`src/rtl/stack_guard.sv`:
```
// Guard between the J1a core and its hardware stack: maps stack deltas to push/pop strobes,
// tracks depth, and traps on overflow/underflow/illegal delta. Optional macro: STACK_GUARD_HWM_EN.
module stack_guard #(
    parameter int unsigned DEPTHLOG2 = 3,
    parameter int unsigned PCWIDTH   = 13
) (
    input  logic                 clk,
    input  logic                 reset,
    input  logic                 req_valid,
    input  logic [1:0]           req_delta,
    input  logic                 req_wr,
    input  logic [PCWIDTH-1:0]   req_pc,
    input  logic                 flush,
    input  logic                 trap_ack,
    output logic                 stk_push,
    output logic                 stk_pop,
    output logic [DEPTHLOG2:0]   depth,
    output logic                 stall,
    output logic                 trap_req,
    output logic [1:0]           fault_code,
    output logic [PCWIDTH-1:0]   fault_pc
`ifdef STACK_GUARD_HWM_EN
    ,
    input  logic                 hwm_clr,
    output logic [DEPTHLOG2:0]   hwm
`endif
);

    localparam int unsigned DW  = DEPTHLOG2 + 1;
    localparam int unsigned CAP = 1 << DEPTHLOG2;

    localparam logic [1:0] DELTA_ZERO = 2'b00;
    localparam logic [1:0] DELTA_INC  = 2'b01;
    localparam logic [1:0] DELTA_BAD  = 2'b10;
    localparam logic [1:0] DELTA_DEC  = 2'b11;

    localparam logic [1:0] FC_NONE  = 2'b00;
    localparam logic [1:0] FC_OVER  = 2'b01;
    localparam logic [1:0] FC_UNDER = 2'b10;
    localparam logic [1:0] FC_ILL   = 2'b11;

    typedef enum logic {RUN, TRAP} state_t;

    state_t     state;
    logic       fault_c;
    logic [1:0] fcode_c;
    logic       at_cap_c;
    logic       empty_c;

    assign at_cap_c = (depth == DW'(CAP));
    assign empty_c  = (depth == '0);

    // Request decode: strobes and fault detection; flush or TRAP drops the request outright.
    always_comb begin
        stk_push = 1'b0;
        stk_pop  = 1'b0;
        fault_c  = 1'b0;
        fcode_c  = FC_NONE;
        if (state == RUN && req_valid && !flush) begin
            case (req_delta)
                DELTA_BAD: begin
                    fault_c = 1'b1;
                    fcode_c = FC_ILL;
                end
                DELTA_INC: begin
                    if (at_cap_c) begin
                        fault_c = 1'b1;
                        fcode_c = FC_OVER;
                    end else begin
                        stk_push = 1'b1;
                    end
                end
                DELTA_DEC: begin
                    if (empty_c) begin
                        fault_c = 1'b1;
                        fcode_c = FC_UNDER;
                    end else begin
                        stk_pop = 1'b1;
                    end
                end
                DELTA_ZERO: begin
                    if (req_wr) begin
                        if (empty_c) begin
                            fault_c = 1'b1;
                            fcode_c = FC_UNDER;
                        end else begin
                            stk_push = 1'b1;
                            stk_pop  = 1'b1;
                        end
                    end
                end
                default: begin
                    fault_c = 1'b0;
                end
            endcase
        end
    end

    // Depth tracking and trap state machine.
    always_ff @(posedge clk) begin
        if (reset) begin
            state      <= RUN;
            depth      <= '0;
            trap_req   <= 1'b0;
            stall      <= 1'b0;
            fault_code <= FC_NONE;
            fault_pc   <= '0;
        end else begin
            if (flush) begin
                depth <= '0;
            end else if (stk_push && !stk_pop) begin
                depth <= DW'(depth + DW'(1));
            end else if (stk_pop && !stk_push) begin
                depth <= DW'(depth - DW'(1));
            end

            case (state)
                RUN: begin
                    if (fault_c) begin
                        state      <= TRAP;
                        trap_req   <= 1'b1;
                        stall      <= 1'b1;
                        fault_code <= fcode_c;
                        fault_pc   <= req_pc;
                    end
                end
                TRAP: begin
                    // fault_pc deliberately survives the acknowledge for post-mortem reads.
                    if (trap_ack) begin
                        state      <= RUN;
                        trap_req   <= 1'b0;
                        stall      <= 1'b0;
                        fault_code <= FC_NONE;
                    end
                end
                default: begin
                    state <= RUN;
                end
            endcase
        end
    end

`ifdef STACK_GUARD_HWM_EN
    // High-water mark follows the registered depth one cycle later; clear re-seeds from current depth.
    always_ff @(posedge clk) begin
        if (reset) begin
            hwm <= '0;
        end else if (hwm_clr) begin
            hwm <= depth;
        end else if (depth > hwm) begin
            hwm <= depth;
        end
    end
`endif

endmodule

```
`config.mk`:
```
export PLATFORM = sky130hd
export DESIGN_NAME = stack_guard
export DESIGN_NICKNAME = d
export VERILOG_FILES = /design/src/rtl/stack_guard.sv
export SDC_FILE = /design/constraint.sdc
export NUM_CORES = 1
export LEC_CHECK = 0
export ABC_AREA = 1
export BUFFER_PORTS_ARGS = -buffer_cell sky130_fd_sc_hd__buf_2
export CAP_MARGIN = 20
export CORE_AREA = 2 2 55 57
export CTS_CLUSTER_SIZE = 25
export DETAILED_ROUTE_END_ITERATION = 12
export DIE_AREA = 0 0 57 59
export PLACE_DENSITY = 0.86
export SYNTH_ARGS = -nofsm -noshare
export SYNTH_HDL_FRONTEND = slang
export SYNTH_SLANG_ARGS = --single-unit
```
`constraint.sdc`:
```
create_clock -name clk -period 2.95 [get_ports clk]
set_clock_uncertainty 0.2 [all_clocks]
set_input_delay 0.4425 -clock clk [delete_from_list [all_inputs] [get_ports clk]]
set_output_delay 0.4425 -clock clk [all_outputs]
set_load 0.02 [all_outputs]
```
==> reports/qor.yml <==
run_status:
  outcome: "finished, final reports clean"
cts:
  post-cts-setup-buffer-count: 0
  cts_resized: 0
  ctsHoldBuffers: 0
  h-tree-depth: 1
  cts_max_path_buffers: 2
  cts_root_buf: "clkbuf_4"
  clkSinkCount: 21
  cts_tree: "yes"
  cts.clk_slew.worst_paths_ps: 120
  insertion_delay_ps: 300
  cts_buffers: 3
sta:
  timing.final.hold_violations: 0
  setup_viol: 0
  fin_ws_ps: 559
  slew_headroom_pct: 45.0
  rsz0062_at_grt: "no"
  finalCriticalPeriod_ps: 2390
  worst_pin_slew_ps: 824
  fmaxAchievable_mhz: 418
  fin_tns_setup_ps: 0
  finalCritPeriodShare_pct: 81.1
  slew_violations: 0
routing:
  wl_um: 2420
  num_vias: 1124
  drtIter0Drc: 24
  routed_via_density: 4.68
  avgRoutedWirePerCell_um: 10.1
  final_antenna_net_count: 0
  dr.pass1.iters: 6
  route.detailed.drc: 0
floorplanning:
  num_rows: 19
  fp.dieH_um: 59
  fp.dieArea_um2: 3360
  start_util_pct: 48.3
  die_w_um: 57
  io_pins: 44
  core_um2: 2710
logic_synthesis:
  synthArstFlopShare_pct: 0
  yosysSeqAreaShare_pct: 32.1
  synth_ff_type: "dfxtp_1"
  synthTopCellsByCount: "nand2_1 (30), inv_1 (29), dfxtp_1 (21)"
  synth-edff-count: 0
  synth_area_um2: 1310
  syn_area_per_cell_um2: 7.75
  ys_ff_latch: 21
  synth_cell_types: 30
  synth.most_common_cell: "nand2_1"
  synth_cells: 169
  synth_fp_nets: 198
  ys.warnings.count: 0
  synthTopCellsByArea: "dfxtp_1 (32%), a21oi_2 (8.7%), nand2_1 (8.6%)"
  synth_top_area_share_pct: 32.1
  synth_largest_area_cell: "dfxtp_1"
place:
  dp_hpwl_um: 1780
  pre_cts_slack_ps: 335
  routabilityCongestion: 0.738
  port_buffers: 43
  place_area_um2: 1490
power_and_ir_drop:
  p_sw_uw: 184
  combinationalPowerShare_pct: 23.9
  p_int_uw: 406
  power_frac_seq_pct: 52.5
  netSwitchingFraction_pct: 31.2
  p_leak_uw: 0.000865
  total_power_uw: 590
  clkPwrFrac_pct: 23.6
  p_per_area_nw_per_um2: 388
  peakVddDrop_uv: 281
finish:
  multi_input_area_um2: 698
  regArea_um2: 420
  drive_gt1_share_pct: 37.8
  fillerInstances: 273
  antenna_cells: 0
  area_growth_pct: 16.0
  final_nets: 239
  final_cell_area_um2: 1520
min_path:
  min_path_type: "in2reg"
worst_setup_path:
  endpoint_kind: "flop"
  start_kind: "flop"
  critPathRequiredTime_ps: 2990
  path_max_fanout: 5
  setup.worst_path.class: "reg2reg"
  worstPathArrival_ps: 2430
global_route:
  grt_pass1_wl_um: 4020
  grt_antenna_before_repair: 0
  grt_max_degree: 31
  globalRouteTotalUtil_pct: 15.2
  grt_pass1_vias: 991
  grt.overflow.total: 0
flow_run:
  maxCapViolCount: 0
==> final cells by class <==
class	instances	area share, %
clock inverter	1	0.329
clock buffer	3	1.48
multi-input combinational	109	45.9
tap	31	2.55
timing repair buffer	43	14.2
inverter	32	7.90
sequential	21	27.7
==> power by group through the flow <==
stage / clock [µW] / sequential [µW] / combinational, µW
after floorplan: 0 / 337 / 82.9
after global placement: 0 / 316 / 140
after detailed placement: 0 / 317 / 142
after CTS: 149 / 310 / 142
after global routing: 160 / 312 / 158
final: 139 / 310 / 141
==> sequential cells by signal, summed over array words and instances, names as in the netlist <==
signal,flops
fault_pc,13
fault_code,2
trap_req,1
state,1
depth,4
==> worst max-delay path, cell delays in order (launching register included) <==
cell	delay [ps]
dfxtp_1	460
inv_2	60
nand2_1	140
nor2_2	80
nor3_1	220
inv_1	70
ha_1	210
inv_1	120
ha_1	280
a21oi_1	130
nand2_1	70
xor2_1	130
nand2_1	60
a21oi_1	110
==> placed cells by master (no fill, tap or decap), drive strengths merged <==
cell type and n:
nand2 34, ha 7, xnor2 1, a211oi 1
inv 32, nor3 1, dfxtp 21, and2 1
or2 1, xor2 2, o21ai 2, clkbuf 3
a21oi 17, fa 1, a31oi 2, clkinv 1
buf 43, o211ai 1, nor2 20, nand3 17
o22ai 1
==> metrics by stage <==
stage / hold WS [ps] / utilization (%) / std cells
after global placement: 277 / 55.1 / 236
after detailed placement: 294 / 55.1 / 236
after global routing: 127 / 56.1 / 240
final: 143 / 56.1 / 240
after floorplan: 315 / - / 169
after CTS: 130 / 56.1 / 240
==> cell families after synthesis <==
group | count (synthesis) | share of synthesized area [%]
flops | 21 | 32.1
buf+inv | 39 | 14.6
simple gates | 74 | 29.1
compound gates | 24 | 13.9
xor+xnor | 3 | 2.01
fa+ha+maj | 8 | 8.21
==> per-layer routing <==
metal	vias up	GRT usage (%)	part of all wire, %
li1	602	-	-
met1	487	18.5	44
met2	30	26.3	50
met3	5	1.97	4.4
met4	0	7.97	2.1
met5	-	0	0
==> worst paths after layout <==
kind	start	to	slack, ps	depth (start not counted)
min	req_pc[6]	fault_pc[6]	140	3
max	depth[0]	depth[3]	560	13
max reg2reg	depth[0]	depth[3]	560	13
min reg2reg	fault_code[1]	fault_code[1]	320	2
Note: power is estimated with default switching activity, not from simulation.
